**src/rtl/mips_pkg.sv**
```systemverilog
// Shared definitions for the MIPS pipeline: reset vector, bubble encoding,
// fetch FSM state encoding and a word-alignment helper.
package mips_pkg;

   localparam logic [31:0] RESET_PC  = 32'h0000_3000;
   localparam logic [31:0] NOP_INSTR = 32'h0000_0000;

   typedef enum logic {
      FETCH = 1'b0,
      HELD  = 1'b1
   } fetch_state_e;

   function automatic logic [31:0] word_align(input logic [31:0] addr);
      return addr & 32'hFFFF_FFFC;
   endfunction

endpackage

```
**src/rtl/fetch_stage_if.sv**
```systemverilog
// Instruction-memory request/acknowledge bus between the fetch stage and imem.
interface fetch_stage_if;

   logic        req;
   logic [31:0] addr;
   logic        ack;
   logic [31:0] rdata;

   modport master (output req, output addr, input ack, input rdata);
   modport slave  (input req, input addr, output ack, output rdata);

endinterface

```
**src/rtl/fetch_pc_sel.sv**
```systemverilog
// Combinational next-PC selection for a delivery, plus aligned redirect/flush targets.
module fetch_pc_sel
   import mips_pkg::*;
(
   input  logic [31:0] pc_i,
   input  logic        redirect_i,
   input  logic [31:0] redirect_pc_i,
   input  logic        pend_redir_i,
   input  logic [31:0] redir_tgt_i,
   input  logic [31:0] flush_pc_i,
   output logic [31:0] next_pc_o,
   output logic [31:0] redir_tgt_o,
   output logic [31:0] flush_tgt_o
);

   logic [31:0] pc_plus4_s;

   assign pc_plus4_s  = pc_i + 32'd4;
   assign redir_tgt_o = word_align(redirect_pc_i);
   assign flush_tgt_o = word_align(flush_pc_i);

   // A same-cycle redirect beats a pending one; sequential fetch otherwise.
   always_comb begin
      next_pc_o = pc_plus4_s;
      if (redirect_i) begin
         next_pc_o = redir_tgt_o;
      end else if (pend_redir_i) begin
         next_pc_o = redir_tgt_i;
      end else begin
         next_pc_o = pc_plus4_s;
      end
   end

endmodule

```
**src/rtl/fetch_stage.sv**
```systemverilog
// IF stage: owns the PC, runs the imem req/ack handshake and loads IF/ID,
// honouring stalls, delayed-branch redirects and CP0 flushes.
module fetch_stage
   import mips_pkg::*;
#(
   parameter logic [31:0] RESET_PC  = mips_pkg::RESET_PC,
   parameter logic [31:0] NOP_INSTR = mips_pkg::NOP_INSTR
)(
   input  logic                 clk,
   input  logic                 reset,
   input  logic                 id_stall,
   input  logic                 redirect,
   input  logic [31:0]          redirect_pc,
   input  logic                 flush,
   input  logic [31:0]          flush_pc,
   fetch_stage_if.master        imem,
   output logic [31:0]          pc,
   output logic [31:0]          if_id_instr,
   output logic [31:0]          if_id_pc,
   output logic                 if_id_valid
);

   fetch_state_e state_q, state_d;
   logic         req_q, req_d;
   logic [31:0]  pc_q, pc_d;
   logic [31:0]  ifid_instr_q, ifid_instr_d;
   logic [31:0]  ifid_pc_q, ifid_pc_d;
   logic         ifid_valid_q, ifid_valid_d;
   logic [31:0]  hold_buf_q, hold_buf_d;
   logic         pend_redir_q, pend_redir_d;
   logic [31:0]  redir_tgt_q, redir_tgt_d;
   logic         kill_q, kill_d;
   logic [31:0]  kill_tgt_q, kill_tgt_d;

   logic         ack_v_s;
   logic         deliver_s;
   logic [31:0]  word_s;
   logic [31:0]  next_pc_s;
   logic [31:0]  redir_tgt_s;
   logic [31:0]  flush_tgt_s;

   fetch_pc_sel u_pc_sel (
      .pc_i          (pc_q),
      .redirect_i    (redirect),
      .redirect_pc_i (redirect_pc),
      .pend_redir_i  (pend_redir_q),
      .redir_tgt_i   (redir_tgt_q),
      .flush_pc_i    (flush_pc),
      .next_pc_o     (next_pc_s),
      .redir_tgt_o   (redir_tgt_s),
      .flush_tgt_o   (flush_tgt_s)
   );

   // An ack only counts while our request is actually on the bus.
   assign ack_v_s   = imem.ack & req_q;
   assign word_s    = (state_q == HELD) ? hold_buf_q : imem.rdata;
   assign deliver_s = ~flush & ~id_stall &
                      (((state_q == FETCH) & ack_v_s & ~kill_q) | (state_q == HELD));

   // Next-state and IF/ID load logic.
   always_comb begin
      state_d      = state_q;
      req_d        = req_q;
      pc_d         = pc_q;
      ifid_instr_d = ifid_instr_q;
      ifid_pc_d    = ifid_pc_q;
      ifid_valid_d = ifid_valid_q;
      hold_buf_d   = hold_buf_q;
      pend_redir_d = pend_redir_q;
      redir_tgt_d  = redir_tgt_q;
      kill_d       = kill_q;
      kill_tgt_d   = kill_tgt_q;

      if (flush) begin
         ifid_instr_d = NOP_INSTR;
         ifid_valid_d = 1'b0;
         pend_redir_d = 1'b0;
         state_d      = FETCH;
         req_d        = 1'b1;
         // The handshake cannot be aborted, so an unanswered request is drained first.
         if (req_q && !ack_v_s) begin
            kill_d     = 1'b1;
            kill_tgt_d = flush_tgt_s;
         end else begin
            pc_d   = flush_tgt_s;
            kill_d = 1'b0;
         end
      end else if (deliver_s) begin
         ifid_instr_d = word_s;
         ifid_pc_d    = pc_q;
         ifid_valid_d = 1'b1;
         pc_d         = next_pc_s;
         pend_redir_d = 1'b0;
         state_d      = FETCH;
         req_d        = 1'b1;
      end else begin
         case (state_q)
            FETCH: begin
               if (ack_v_s && !kill_q) begin
                  hold_buf_d = imem.rdata;
                  state_d    = HELD;
                  req_d      = 1'b0;
               end else begin
                  if (ack_v_s) begin
                     pc_d   = kill_tgt_q;
                     kill_d = 1'b0;
                  end else begin
                     kill_d = kill_q;
                  end
                  req_d = 1'b1;
                  if (!id_stall) begin
                     ifid_instr_d = NOP_INSTR;
                     ifid_valid_d = 1'b0;
                  end else begin
                     ifid_valid_d = ifid_valid_q;
                  end
               end
            end
            HELD: begin
               req_d = 1'b0;
            end
            default: begin
               state_d = FETCH;
               req_d   = 1'b0;
            end
         endcase
         if (redirect) begin
            pend_redir_d = 1'b1;
            redir_tgt_d  = redir_tgt_s;
         end else begin
            pend_redir_d = pend_redir_q;
         end
      end
   end

   // State and pipeline register update.
   always_ff @(posedge clk) begin
      if (reset) begin
         state_q      <= FETCH;
         req_q        <= 1'b0;
         pc_q         <= RESET_PC;
         ifid_instr_q <= NOP_INSTR;
         ifid_pc_q    <= 32'h0000_0000;
         ifid_valid_q <= 1'b0;
         hold_buf_q   <= 32'h0000_0000;
         pend_redir_q <= 1'b0;
         redir_tgt_q  <= 32'h0000_0000;
         kill_q       <= 1'b0;
         kill_tgt_q   <= 32'h0000_0000;
      end else begin
         state_q      <= state_d;
         req_q        <= req_d;
         pc_q         <= pc_d;
         ifid_instr_q <= ifid_instr_d;
         ifid_pc_q    <= ifid_pc_d;
         ifid_valid_q <= ifid_valid_d;
         hold_buf_q   <= hold_buf_d;
         pend_redir_q <= pend_redir_d;
         redir_tgt_q  <= redir_tgt_d;
         kill_q       <= kill_d;
         kill_tgt_q   <= kill_tgt_d;
      end
   end

   assign imem.req    = req_q;
   assign imem.addr   = pc_q;
   assign pc          = pc_q;
   assign if_id_instr = ifid_instr_q;
   assign if_id_pc    = ifid_pc_q;
   assign if_id_valid = ifid_valid_q;

endmodule
```
**src/flat_wrapper.sv**
```systemverilog
// flat-port wrapper written by rule: the top's interface ports become plain ports
module fetch_stage_flat import mips_pkg::*;
#(
   parameter logic [31:0] RESET_PC  = mips_pkg::RESET_PC,
   parameter logic [31:0] NOP_INSTR = mips_pkg::NOP_INSTR
)
  (clk, reset, id_stall, redirect, redirect_pc, flush, flush_pc, pc, if_id_instr, if_id_pc, if_id_valid, imem_req, imem_addr, imem_ack, imem_rdata);
  fetch_stage_if imem_i ();
  input  logic clk;
  input  logic reset;
  input  logic id_stall;
  input  logic redirect;
  input  logic [31:0] redirect_pc;
  input  logic flush;
  input  logic [31:0] flush_pc;
  output logic [31:0] pc;
  output logic [31:0] if_id_instr;
  output logic [31:0] if_id_pc;
  output logic if_id_valid;
  output wire logic [$bits(imem_i.req)-1:0] imem_req;
  output wire logic [$bits(imem_i.addr)-1:0] imem_addr;
  input wire logic [$bits(imem_i.ack)-1:0] imem_ack;
  input wire logic [$bits(imem_i.rdata)-1:0] imem_rdata;
  assign imem_req = imem_i.req;
  assign imem_addr = imem_i.addr;
  assign imem_i.ack = imem_ack;
  assign imem_i.rdata = imem_rdata;
  fetch_stage #(.RESET_PC(RESET_PC), .NOP_INSTR(NOP_INSTR)) u_core (.clk(clk), .reset(reset), .id_stall(id_stall), .redirect(redirect), .redirect_pc(redirect_pc), .flush(flush), .flush_pc(flush_pc), .imem(imem_i), .pc(pc), .if_id_instr(if_id_instr), .if_id_pc(if_id_pc), .if_id_valid(if_id_valid));
endmodule
```
**config.mk**
```make
export PLATFORM = sky130hd
export DESIGN_NAME = fetch_stage_flat
export DESIGN_NICKNAME = d
export VERILOG_FILES = /design/src/rtl/mips_pkg.sv /design/src/rtl/fetch_stage_if.sv /design/src/rtl/fetch_pc_sel.sv /design/src/rtl/fetch_stage.sv /design/src/flat_wrapper.sv
export SDC_FILE = /design/constraint.sdc
export NUM_CORES = 1
export LEC_CHECK = 0
export ABC_CLOCK_PERIOD_IN_PS = 3490
export CAP_MARGIN = 0
export CELL_PAD_IN_SITES_DETAIL_PLACEMENT = 0
export CELL_PAD_IN_SITES_GLOBAL_PLACEMENT = 2
export CORE_MARGIN = 3
export CORE_UTILIZATION = 30
export DETAILED_ROUTE_END_ITERATION = 6
export PLACE_DENSITY = 0.83
export SKIP_CTS_REPAIR_TIMING = 1
export SKIP_LAST_GASP = 1
export SYNTH_ARGS = -nofsm -noshare
export SYNTH_HDL_FRONTEND = slang
export SYNTH_SLANG_ARGS = --single-unit
```
**constraint.sdc**
```tcl
create_clock -name clk -period 3.49 [get_ports clk]
set_clock_uncertainty 0.1 [all_clocks]
set_input_delay 0.349 -clock clk [delete_from_list [all_inputs] [get_ports clk]]
set_output_delay 0.349 -clock clk [all_outputs]
set_load 0.02 [all_outputs]
```
==> flow_summary.json <==
{
  "cts_buffers": 17,
  "crit_path_max_fanout": 14,
  "setup_viol": 0,
  "synth_cells": 1144,
  "hp-class": "reg2reg",
  "core-area_sq_mm": 0.0289,
  "htreeDepth": 4,
  "layout_commonest_cell": "nand2_1",
  "drt_wl_total_mm": 30.9,
  "synth_cell_types": 66,
  "cts_max_path_buffers": 2,
  "diodes": 0,
  "grt_max_degree": 72,
  "grt_usage": 0.192,
  "dieArea_sq_mm": 0.0316,
  "path_clk_slew_ns": 0.08,
  "critPathArrivalTime_ns": 2.79,
  "route.detailed.drc": 0,
  "netlist_area_sq_mm": 0.00885,
  "ys_warn_count": 0,
  "pin_count": 232,
  "finish.net_count": 1400,
  "grt_pass1_vias": 7860,
  "area_growth_syn_to_layout_pct": 32.6,
  "setup_ws_ns": 0.962,
  "via_per_inst": 4.99,
  "ir_worst_vdd_mv": 0.244,
  "ys.flop_type": "dfxtp_1",
  "dr.first_iter.drc_count": 598,
  "place_congestion": 0.833,
  "die_h_um": 178,
  "total_power_w": 0.00508,
  "antenna_found_initial": 1,
  "drive_gt1_frac": 0.0679,
  "status": "finished, final reports clean",
  "grt_pass1_wl_mm": 47.3,
  "rsz0062_at_grt": "no",
  "vias": 8454,
  "seq_area_frac_synth": 0.427,
  "clockRootBuffer": "clkbuf_16",
  "pre_cts_slack_ns": 0.601,
  "synth-edff-count": 0,
  "hold_violations": 0,
  "start_util": 0.306,
  "antenna_left": 0,
  "clock-sinks": 189,
  "io_buffers": 221,
  "wl_per_cell_um": 18.2,
  "final_cell_mix": "nand2_1, clkdlybuf4s50_1, dfxtp_1",
  "fp.dieW_um": 178,
  "hpwl_mm": 21.2,
  "drt-pass1-iter-count": 5,
  "maxSlewHeadroom": 0.416,
  "overflow": 0,
  "clk_latency_ns": 0.44,
  "finalSetupTns_ns": 0,
  "crit_path_end_kind": "flip-flop",
  "total_leakage_power_nw": 3.96,
  "tritoncts": "built",
  "rows": 62,
  "synthArstFlopShare": 0,
  "fmax_ghz": 0.396,
  "synth_area_per_cell_sq_um": 7.74,
  "yosys_register_bits": 189,
  "critPathLaunchType": "flip-flop",
  "worstSetupPathType": "reg2reg",
  "period_minus_slack_ns": 2.53,
  "worst_pin_slew_ns": 0.876,
  "timing.max_cap.violations": 0,
  "drv_slew": 0,
  "fin_crit_sh": 0.724,
  "critPathRequiredTime_ns": 3.75,
  "p_per_area_mw_per_mm2": 433
}
## critical path: stages (launching register included)
cell and delay [ns]:
dfxtp_1 0.58, and4_1 0.33, nand4_2 0.41, or4_1 0.64, a21oi_1 0.17, o21ai_1 0.09
a21oi_1 0.14
## sequential cells by signal (all words and copies together), names as in the netlist
register             flops
u_core.if_id_instr      32
u_core.state_q           1
u_core.hold_buf_q       32
u_core.kill_q            1
u_core.if_id_pc         30
u_core.imem.req          1
u_core.redir_tgt_q      30
u_core.kill_tgt_q       30
u_core.pend_redir_q      1
u_core.if_id_valid       1
u_core.imem.addr        30
## per-layer routing
metal	GRT usage	wire, um	vias to the layer above
li1	-	-	4196
met4	0.0429	403	2
met2	0.297	13900	241
met3	0.0449	2080	25
met5	0	7	-
met1	0.273	14500	3990
## area by class of cell
class                   instances  area [sq um]
fillers                      2999         17200
multi-input cells             828          4410
flip-flops and latches        189          3780
well taps                     384           480
inverters                       7          26.3
clock buffers                  18           439
clock inverters                14           138
repair buffers                254          2470
## kinds of logic (layout without fill, tap and decap cells)
kind of cell,Yosys count,after routing,synth area share
XOR/XNOR,17,17,0.0168
other,1,6,0.000424
AO/OA/AOI/OAI,300,300,0.207
AND/OR/NAND/NOR,470,470,0.230
buffers and inverters,132,293,0.0783
flip-flops,189,189,0.427
adder cells (fa/ha/maj),1,1,0.00141
multiplexers,34,34,0.0384
## stage by stage
stage	cells	hold WS (ns)	util	area, sq um
after floorplan	1149	0.331	-	8870
after global placement	1662	0.338	0.386	11200
after detailed placement	1662	0.343	0.386	11200
after CTS	1694	0.354	0.406	11700
after global routing	1694	0.369	0.406	11700
final	1694	0.354	0.406	11700
## power by group
group	leakage (nW)	internal, W	switching (W)
logic	2.13	0.000359	0.000450
registers	1.54	0.00223	0.000101
clock network	0.287	0.000975	0.000965
total	3.96	0.00356	0.00152
## worst paths after layout
kind / startpoint / to / cells after the start / slack [ns]
worst max-delay path: u_core.imem.addr[6] / u_core.imem.addr[25] / 6 / 0.96
worst min-delay path: u_core.kill_tgt_q[12] / u_core.kill_tgt_q[12] / 2 / 0.35
worst max register to register: u_core.imem.addr[6] / u_core.imem.addr[25] / 6 / 0.96
worst min register to register: u_core.kill_tgt_q[12] / u_core.kill_tgt_q[12] / 2 / 0.35
## cells in the mapped netlist, types with 4 or more instances
cell type	instances	share of area
buf_2	29	0.016
mux2i_1	34	0.038
a211o_1	5	0.0049
nor3_1	15	0.0085
nand3_1	10	0.0057
xnor2_1	6	0.0059
o21ai_0	21	0.012
o211ai_1	8	0.0068
or4_1	4	0.0034
o31ai_1	4	0.0034
buf_4	41	0.035
o21ai_1	7	0.0040
nand2_1	292	0.12
a22o_1	4	0.0040
o221ai_1	6	0.0059
a221o_1	9	0.010
o22ai_1	7	0.0049
a31oi_1	6	0.0042
a221oi_1	12	0.012
nand2b_1	5	0.0035
a21oi_1	179	0.10
a211oi_1	7	0.0059
and3_1	5	0.0035
and4_1	4	0.0040
xor2_1	11	0.011
inv_1	7	0.0030
nor2b_1	4	0.0028
dfxtp_1	189	0.43
nand4_1	10	0.0071
clkbuf_1	52	0.022
a22oi_1	4	0.0034
nor2_1	94	0.040
Power figures use the tool's default switching activity.
